[src/rtl/fm_phase_discriminator.sv]
// FM discriminator: frequency is the wrapped phase step between consecutive CORDIC beats,
// with squelch, boxcar decimation, arithmetic scaling and output saturation.
module fm_phase_discriminator #(
  parameter int ANGLE_WIDTH            = 16,
  parameter int OUT_WIDTH              = 16,
  parameter int DECIM                  = 1,
  parameter int SHIFT                  = 0,
  parameter int MAG_THRESH             = 0,
  parameter int c_s00_axis_tdata_width = 32,
  parameter int c_m00_axis_tdata_width = 32
) (
  input  logic                                  s00_axis_aclk,
  input  logic                                  s00_axis_aresetn,
  input  logic                                  s00_axis_tvalid,
  input  logic                                  s00_axis_tlast,
  input  logic [c_s00_axis_tdata_width-1:0]     s00_axis_tdata,
  input  logic [(c_s00_axis_tdata_width/8)-1:0] s00_axis_tstrb,
  output logic                                  s00_axis_tready,
  input  logic                                  m00_axis_tready,
  output logic                                  m00_axis_tvalid,
  output logic                                  m00_axis_tlast,
  output logic [c_m00_axis_tdata_width-1:0]     m00_axis_tdata,
  output logic [(c_m00_axis_tdata_width/8)-1:0] m00_axis_tstrb
);

  localparam int ACC_W = ANGLE_WIDTH + $clog2(DECIM) + 1;
  localparam int CNT_W = (DECIM > 1) ? $clog2(DECIM) : 1;
  localparam logic [15:0]        MAG_T  = MAG_THRESH[15:0];
  localparam logic [CNT_W-1:0]   CNT_LAST = CNT_W'(DECIM - 1);
  localparam logic signed [63:0] MAX_V  = (64'sd1 <<< (OUT_WIDTH - 1)) - 64'sd1;
  localparam logic signed [63:0] MIN_V  = -(64'sd1 <<< (OUT_WIDTH - 1));

  logic [ANGLE_WIDTH-1:0]              r_angle;
  logic                                r_primed;
  logic signed [ACC_W-1:0]             r_acc;
  logic [CNT_W-1:0]                    r_cnt;
  logic                                r_tvalid;
  logic                                r_tlast;
  logic [c_m00_axis_tdata_width-1:0]   r_tdata;

  logic [ANGLE_WIDTH-1:0]  w_angle;
  logic [15:0]             w_mag;
  logic [ANGLE_WIDTH-1:0]  w_diff;
  logic [ANGLE_WIDTH-1:0]  w_d;
  logic                    w_squelch;
  logic                    w_accept;
  logic                    w_emit;
  logic signed [ACC_W-1:0] w_d_ext;
  logic signed [ACC_W-1:0] w_sum;
  logic signed [ACC_W-1:0] w_shifted;
  logic signed [63:0]      w_wide;
  logic signed [63:0]      w_sat;
  logic                    w_unused;

  assign w_unused = ^{s00_axis_tstrb, s00_axis_tdata};

  assign s00_axis_tready = m00_axis_tready | ~r_tvalid;
  assign w_accept        = s00_axis_tvalid & s00_axis_tready;

  assign w_angle   = s00_axis_tdata[16 +: ANGLE_WIDTH];
  assign w_mag     = s00_axis_tdata[15:0];
  // Modular subtraction gives the shortest-path step across the +/-pi seam.
  assign w_diff    = w_angle - r_angle;
  assign w_squelch = (MAG_THRESH != 0) && (w_mag < MAG_T);
  assign w_d       = (r_primed && !w_squelch) ? w_diff : '0;
  assign w_d_ext   = {{(ACC_W - ANGLE_WIDTH){w_d[ANGLE_WIDTH-1]}}, w_d};
  assign w_sum     = r_acc + w_d_ext;
  assign w_emit    = (DECIM == 1) || (r_cnt == CNT_LAST) || s00_axis_tlast;

  assign w_shifted = w_sum >>> SHIFT;
  assign w_wide    = {{(64 - ACC_W){w_shifted[ACC_W-1]}}, w_shifted};

  always_comb begin
    w_sat = w_wide;
    if (w_wide > MAX_V)
      w_sat = MAX_V;
    else if (w_wide < MIN_V)
      w_sat = MIN_V;
  end

  always_ff @(posedge s00_axis_aclk) begin
    if (s00_axis_aresetn) begin
      r_angle  <= '0;
      r_primed <= 1'b0;
      r_acc    <= '0;
      r_cnt    <= '0;
      r_tvalid <= 1'b0;
      r_tlast  <= 1'b0;
      r_tdata  <= '0;
    end else begin
      if (w_accept) begin
        r_angle  <= w_angle;
        r_primed <= ~s00_axis_tlast;
        if (w_emit) begin
          r_acc <= '0;
          r_cnt <= '0;
        end else begin
          r_acc <= w_sum;
          r_cnt <= r_cnt + 1'b1;
        end
      end
      // A new emit takes priority over draining, so back-to-back outputs never bubble.
      if (w_accept && w_emit) begin
        r_tdata  <= w_sat[c_m00_axis_tdata_width-1:0];
        r_tvalid <= 1'b1;
        r_tlast  <= s00_axis_tlast;
      end else if (r_tvalid && m00_axis_tready) begin
        r_tvalid <= 1'b0;
      end
    end
  end

  assign m00_axis_tvalid = r_tvalid;
  assign m00_axis_tlast  = r_tlast;
  assign m00_axis_tdata  = r_tdata;
  assign m00_axis_tstrb  = '1;

endmodule

[config.mk]
export PLATFORM = sky130hd
export DESIGN_NAME = fm_phase_discriminator
export DESIGN_NICKNAME = d
export VERILOG_FILES = /design/src/rtl/fm_phase_discriminator.sv
export SDC_FILE = /design/constraint.sdc
export NUM_CORES = 1
export LEC_CHECK = 0
export CAP_MARGIN = 5
export CORE_MARGIN = 10
export CORE_UTILIZATION = 42
export CTS_BUF_LIST = sky130_fd_sc_hd__clkbuf_2 sky130_fd_sc_hd__clkbuf_4 sky130_fd_sc_hd__clkbuf_8
export DETAILED_ROUTE_END_ITERATION = 10
export GPL_TIMING_DRIVEN = 0
export PLACE_DENSITY = 0.76
export SYNTH_ARGS = -nofsm -noshare
export SYNTH_HDL_FRONTEND = slang
export SYNTH_SLANG_ARGS = --single-unit
[constraint.sdc]
create_clock -name s00_axis_aclk -period 3 [get_ports s00_axis_aclk]
set_input_delay 0.75 -clock s00_axis_aclk [delete_from_list [all_inputs] [get_ports s00_axis_aclk]]
set_output_delay 0.75 -clock s00_axis_aclk [all_outputs]
set_load 0.02 [all_outputs]
After elaboration in Yosys (flattened, before gate mapping). Index checks and enable logic that the tools add are counted.

Logic and storage cells: 19. Flip-flop bits (word level): 51. Bits in writable memories: 0. Memories: 0. Input port bits: 41. Bits in latches: 0. Memory bits (read-only): 0.

Divide/modulo/power cells: 0. Shift operators: 0. Order comparisons: 2. Multiplexer cells: 5. Equal/unequal tests: 0. $add $sub $neg: 1. Multipliers: 0. Bitwise gates (word level): 4. Reductions and logical operators: 2.

Operator list (number): $mux W32 (2); $gt A16 B16 Y1 const B (1); $lt A16 B16 Y1 const B (1); $mux W16 (1); $sub A16 B16 Y16 (1); $mux W1 (2); $not A1 Y1 (2); $reduce_bool A2 Y1 (1); $and A1 B1 Y1 (1); $logic_and A1 B1 Y1 (1); $or A1 B1 Y1 (1).

Longest topological paths before layout.
Depth after elaboration: 5. Mapped depth: 10. Mapped depth without buffers: 10.

Worst setup path before layout. No wires, ideal clock.

Path type: in2reg. Start: input port s00_axis_tdata[16]. End: register r_tdata[8], in the netlist m00_axis_tdata[8]. Stages on the path: 10. Arrival time: 2.392 ns. Data required time: 2.871 ns. Setup slack: 0.478 ns. Path through: inv_1 > ha_1 > inv_1 > fa_1 > a21oi_1 > o22ai_2 > a211o_2 > a21oi_1 > xor2_1 > o21ai_0.

Word-level cells in the longest chain between the ends: 5. Elaborated cells on any way between the ends: 6. Those cells by class: 1 x add/sub; 2 x order compare; 3 x mux.

Ends and longest elaborated chain: start, declared (line 16) `input logic [c_s00_axis_tdata_width-1:0] s00_axis_tdata,`; $sub A16 B16 Y16 (*) (line 63) `assign w_diff = w_angle - r_angle;`; $mux W16 (*) (line 65) `assign w_d = (r_primed && !w_squelch) ? w_diff : '0;`; $lt A16 B16 Y1 (line 77) `else if (w_wide < MIN_V)`; $mux W32 (line 77); $mux W32 (*) (line 75) `if (w_wide > MAX_V)`; end signal, assigned (line 104) `r_tdata <= w_sat[c_m00_axis_tdata_width-1:0];`; end, declared (line 39) `logic [c_m00_axis_tdata_width-1:0] r_tdata;`.

Every way passes the cells marked *; elsewhere a longest branch is shown, timed or not. A chain may end at the register's enable or synchronous reset.

Worst setup path after layout.
Start: input port s00_axis_tdata[20]. End: register r_tdata[30], in the netlist m00_axis_tdata[30].

The elaborated chain is that of the path after synthesis.

==> flow_summary.ini <==
[status]
status = finished, final reports clean

[yosys]
ys.flop_type = dfxtp_1
avgSynthCellArea_um2 = 7.88
async_reset_ff_frac = 0
ys_warn_count = 0
syn_area_um2 = 2150
synth_top_family_by_area = compound AO/OA/AOI/OAI gates
synth_mux_area_frac = 0
synth-compound-area-share = 0.201
synthSimpleGateAreaFrac = 0.183
synthXorXnorAreaFrac = 0.0529
synth_edf_count = 0
synthAdderAreaFrac = 0.0966
ys_ff_latch = 35
synthCells = 273
synth_cell_type_count = 42
synth_sequential_area_ratio = 0.326

[worst_setup_path]
critical_path.cell_chain = clkdlybuf4s50_1 > ha_1 > a21oi_1 > nor2_1 > a2111oi_4 > o21ai_2 > o311ai_2 > o211ai_1
cp-end-kind = flop
cp-start-kind = input port
worstPathArrival_ps = 3030
required_ps = 3170
path_max_fanout = 5
crit_slowest_cell = a2111oi_4
max_stage_delay_ps = 480
worstSetupPathType = in2reg

[cells_and_area]
diodes = 0
final_util = 0.599
fin_nets = 394
drive_above_1_share = 0.124
fillCellCount = 458
area_delta_synth_final_pct = 35.0
final_design_area_no_fill_um2 = 2900

[floorplan]
dieArea_um2 = 8380
io_pins = 80
die_y_um = 91.6
dieWidth_um = 91.6
initial_core_util = 0.444
coreArea_um2 = 4850
row_count = 25

[clock_tree]
cts_tree = done
htreeDepth = 2
cts_buffer_depth = 2
numCtsBuffers = 5
cts_root_buf = clkbuf_8
path_clk_slew_ps = 80
cts_num_sinks = 35
clock_latency_ps = 300

[sta]
fin_crit_ps = 2860
max_freq_ghz = 0.349
hold_viol = 0
postLayoutSetupSlackWorst_ps = 138
setup_viol = 0
drv_slew = 0
slew_headroom = 0.655
rsz0062_at_grt = false
whs_ps = 447
timing.final.crit_share = 0.954
fin_skew_ps = 11.9
tightest_slew_ps = 517

[global_routing]
grt_pass1_wl_mm = 8.61
grt_max_degree = 19
antenna_found_initial = 0
overflow = 0
grtUsageTotal = 0.123
grt_pass1_vias = 1858

[route]
dr.pass1.iters = 4
via_count = 1972
drt_iter0_drc = 114
ant_nets = 0
drt-total-wl_mm = 5.23
wl_per_cell_um = 12.9
drc_errors = 0
vias_per_cell = 4.87

[power]
ir_drop_mv = 0.217
p_leak_nw = 1.14
power.density_nw_per_um2 = 432

[placed_design]
gp_congestion = 0.834
dp_slack_ps = -199
io_buffers = 54
dp_hpwl_mm = 4.11
postPlaceCellArea_um2 = 2790

[run]
maxCapViolations = 0

[worst_hold_path]
hp-class = reg2reg
## Yosys cell counts (2+ instances only)
master	instances	area share
o21ai_0	16	0.037
nor2_1	7	0.012
xnor2_1	6	0.024
clkbuf_1	9	0.016
nand2b_1	2	0.0058
inv_1	21	0.037
buf_4	21	0.073
nand4_1	3	0.0087
clkbuf_8	2	0.013
nand3_1	8	0.019
or4_1	2	0.0070
nand3b_1	3	0.010
xor2_1	7	0.029
ha_1	15	0.087
nand2_1	55	0.096
a21oi_1	36	0.084
dfxtp_1	35	0.33
## cells by family after synthesis
family / Yosys count
AOI/OAI and AO/OA: 69
xor gates and xnor gates: 13
adders and majority gates: 16
buffers and inverters: 53
DFF: 35
other: 1
and+or+nand+nor: 86
## where the power goes
part	internal [mW]	switching, mW	leakage (nW)	total, mW
clock	0.247	0.186	0.0581	0.434
sequential	0.485	0.0108	0.286	0.496
combinational	0.149	0.177	0.796	0.326
## through the flow
stage	TNS (ps)	total power, mW	std cells
floorplan	0	0.729	276
global placement	-357	0.824	397
detailed placement	-688	0.830	397
CTS	0	1.26	405
global route	0	1.32	405
finish	0	1.25	405
## worst paths after layout
path / startpoint / end / slack, ps / cells after the start
setup / recovery: s00_axis_tdata[20] / m00_axis_tdata[30]$_SDFFE_PP0P_ / 140 / 8
setup reg to reg: r_angle[4]$_SDFFE_PP0P_ / m00_axis_tdata[30]$_SDFFE_PP0P_ / 700 / 8
hold / removal: m00_axis_tdata[14]$_SDFFE_PP0P_ / m00_axis_tdata[14]$_SDFFE_PP0P_ / 450 / 2
hold reg to reg: m00_axis_tdata[14]$_SDFFE_PP0P_ / m00_axis_tdata[14]$_SDFFE_PP0P_ / 450 / 2
## metal layers
layer  global-route usage  vias to the layer above  part of all wire
li1                     -                     1022                 -
met5                    0                        -                 0
met4               0.0431                        0             0.014
met2                0.209                       48              0.47
met3               0.0395                        6             0.059
met1                0.142                      896              0.46
## layout by cell type, fill, tap and decap left out, types with 3 or more instances in the layout
cell type	n
xnor2_1	6
nand2_1	55
nor2_1	7
clkbuf_8	7
clkdlybuf4s50_1	54
conb_1	4
nand4_1	3
buf_4	21
inv_1	21
clkbuf_1	9
a21oi_1	35
ha_1	15
nand3b_1	3
xor2_1	7
nand3_1	8
dfxtp_1	35
o21ai_0	16
## layout make-up
type / count / area, um^2 / share of cell area
Clock buffer: 5 / 68.8 / 0.0237
Multi-Input combinational cell: 188 / 1170 / 0.402
Tap cell: 67 / 83.8 / 0.0289
Sequential cell: 35 / 701 / 0.241
Clock inverter: 3 / 43.8 / 0.0151
Timing Repair Buffer: 54 / 541 / 0.186
Inverter: 21 / 78.8 / 0.0272
Buffer: 32 / 219 / 0.0754
## registers in the layout, summed over array words and instances (netlist names)
register / count
m00_axis_tdata: 16
r_primed: 1
r_angle: 16
m00_axis_tvalid: 1
m00_axis_tlast: 1
## critical path: cells and delay by family
| kind | cells | cell delay, ps |
|---|---|---|
| AO/OA/AOI/OAI | 5 | 1340 |
| buffers and inverters | 1 | 430 |
| adder cells (fa/ha/maj) | 1 | 390 |
| AND/OR/NAND/NOR | 1 | 120 |
## repair_timing
| item | CTS | global route |
|---|---|---|
| resized for setup | 0 | 1 |
| setup endpoints to repair | 0 | 1 |
| hold buffers | 0 | 0 |
| buffers inserted | 0 | 0 |
| hold endpoints to repair | 0 | 0 |
Power figures use the tool's default switching activity.
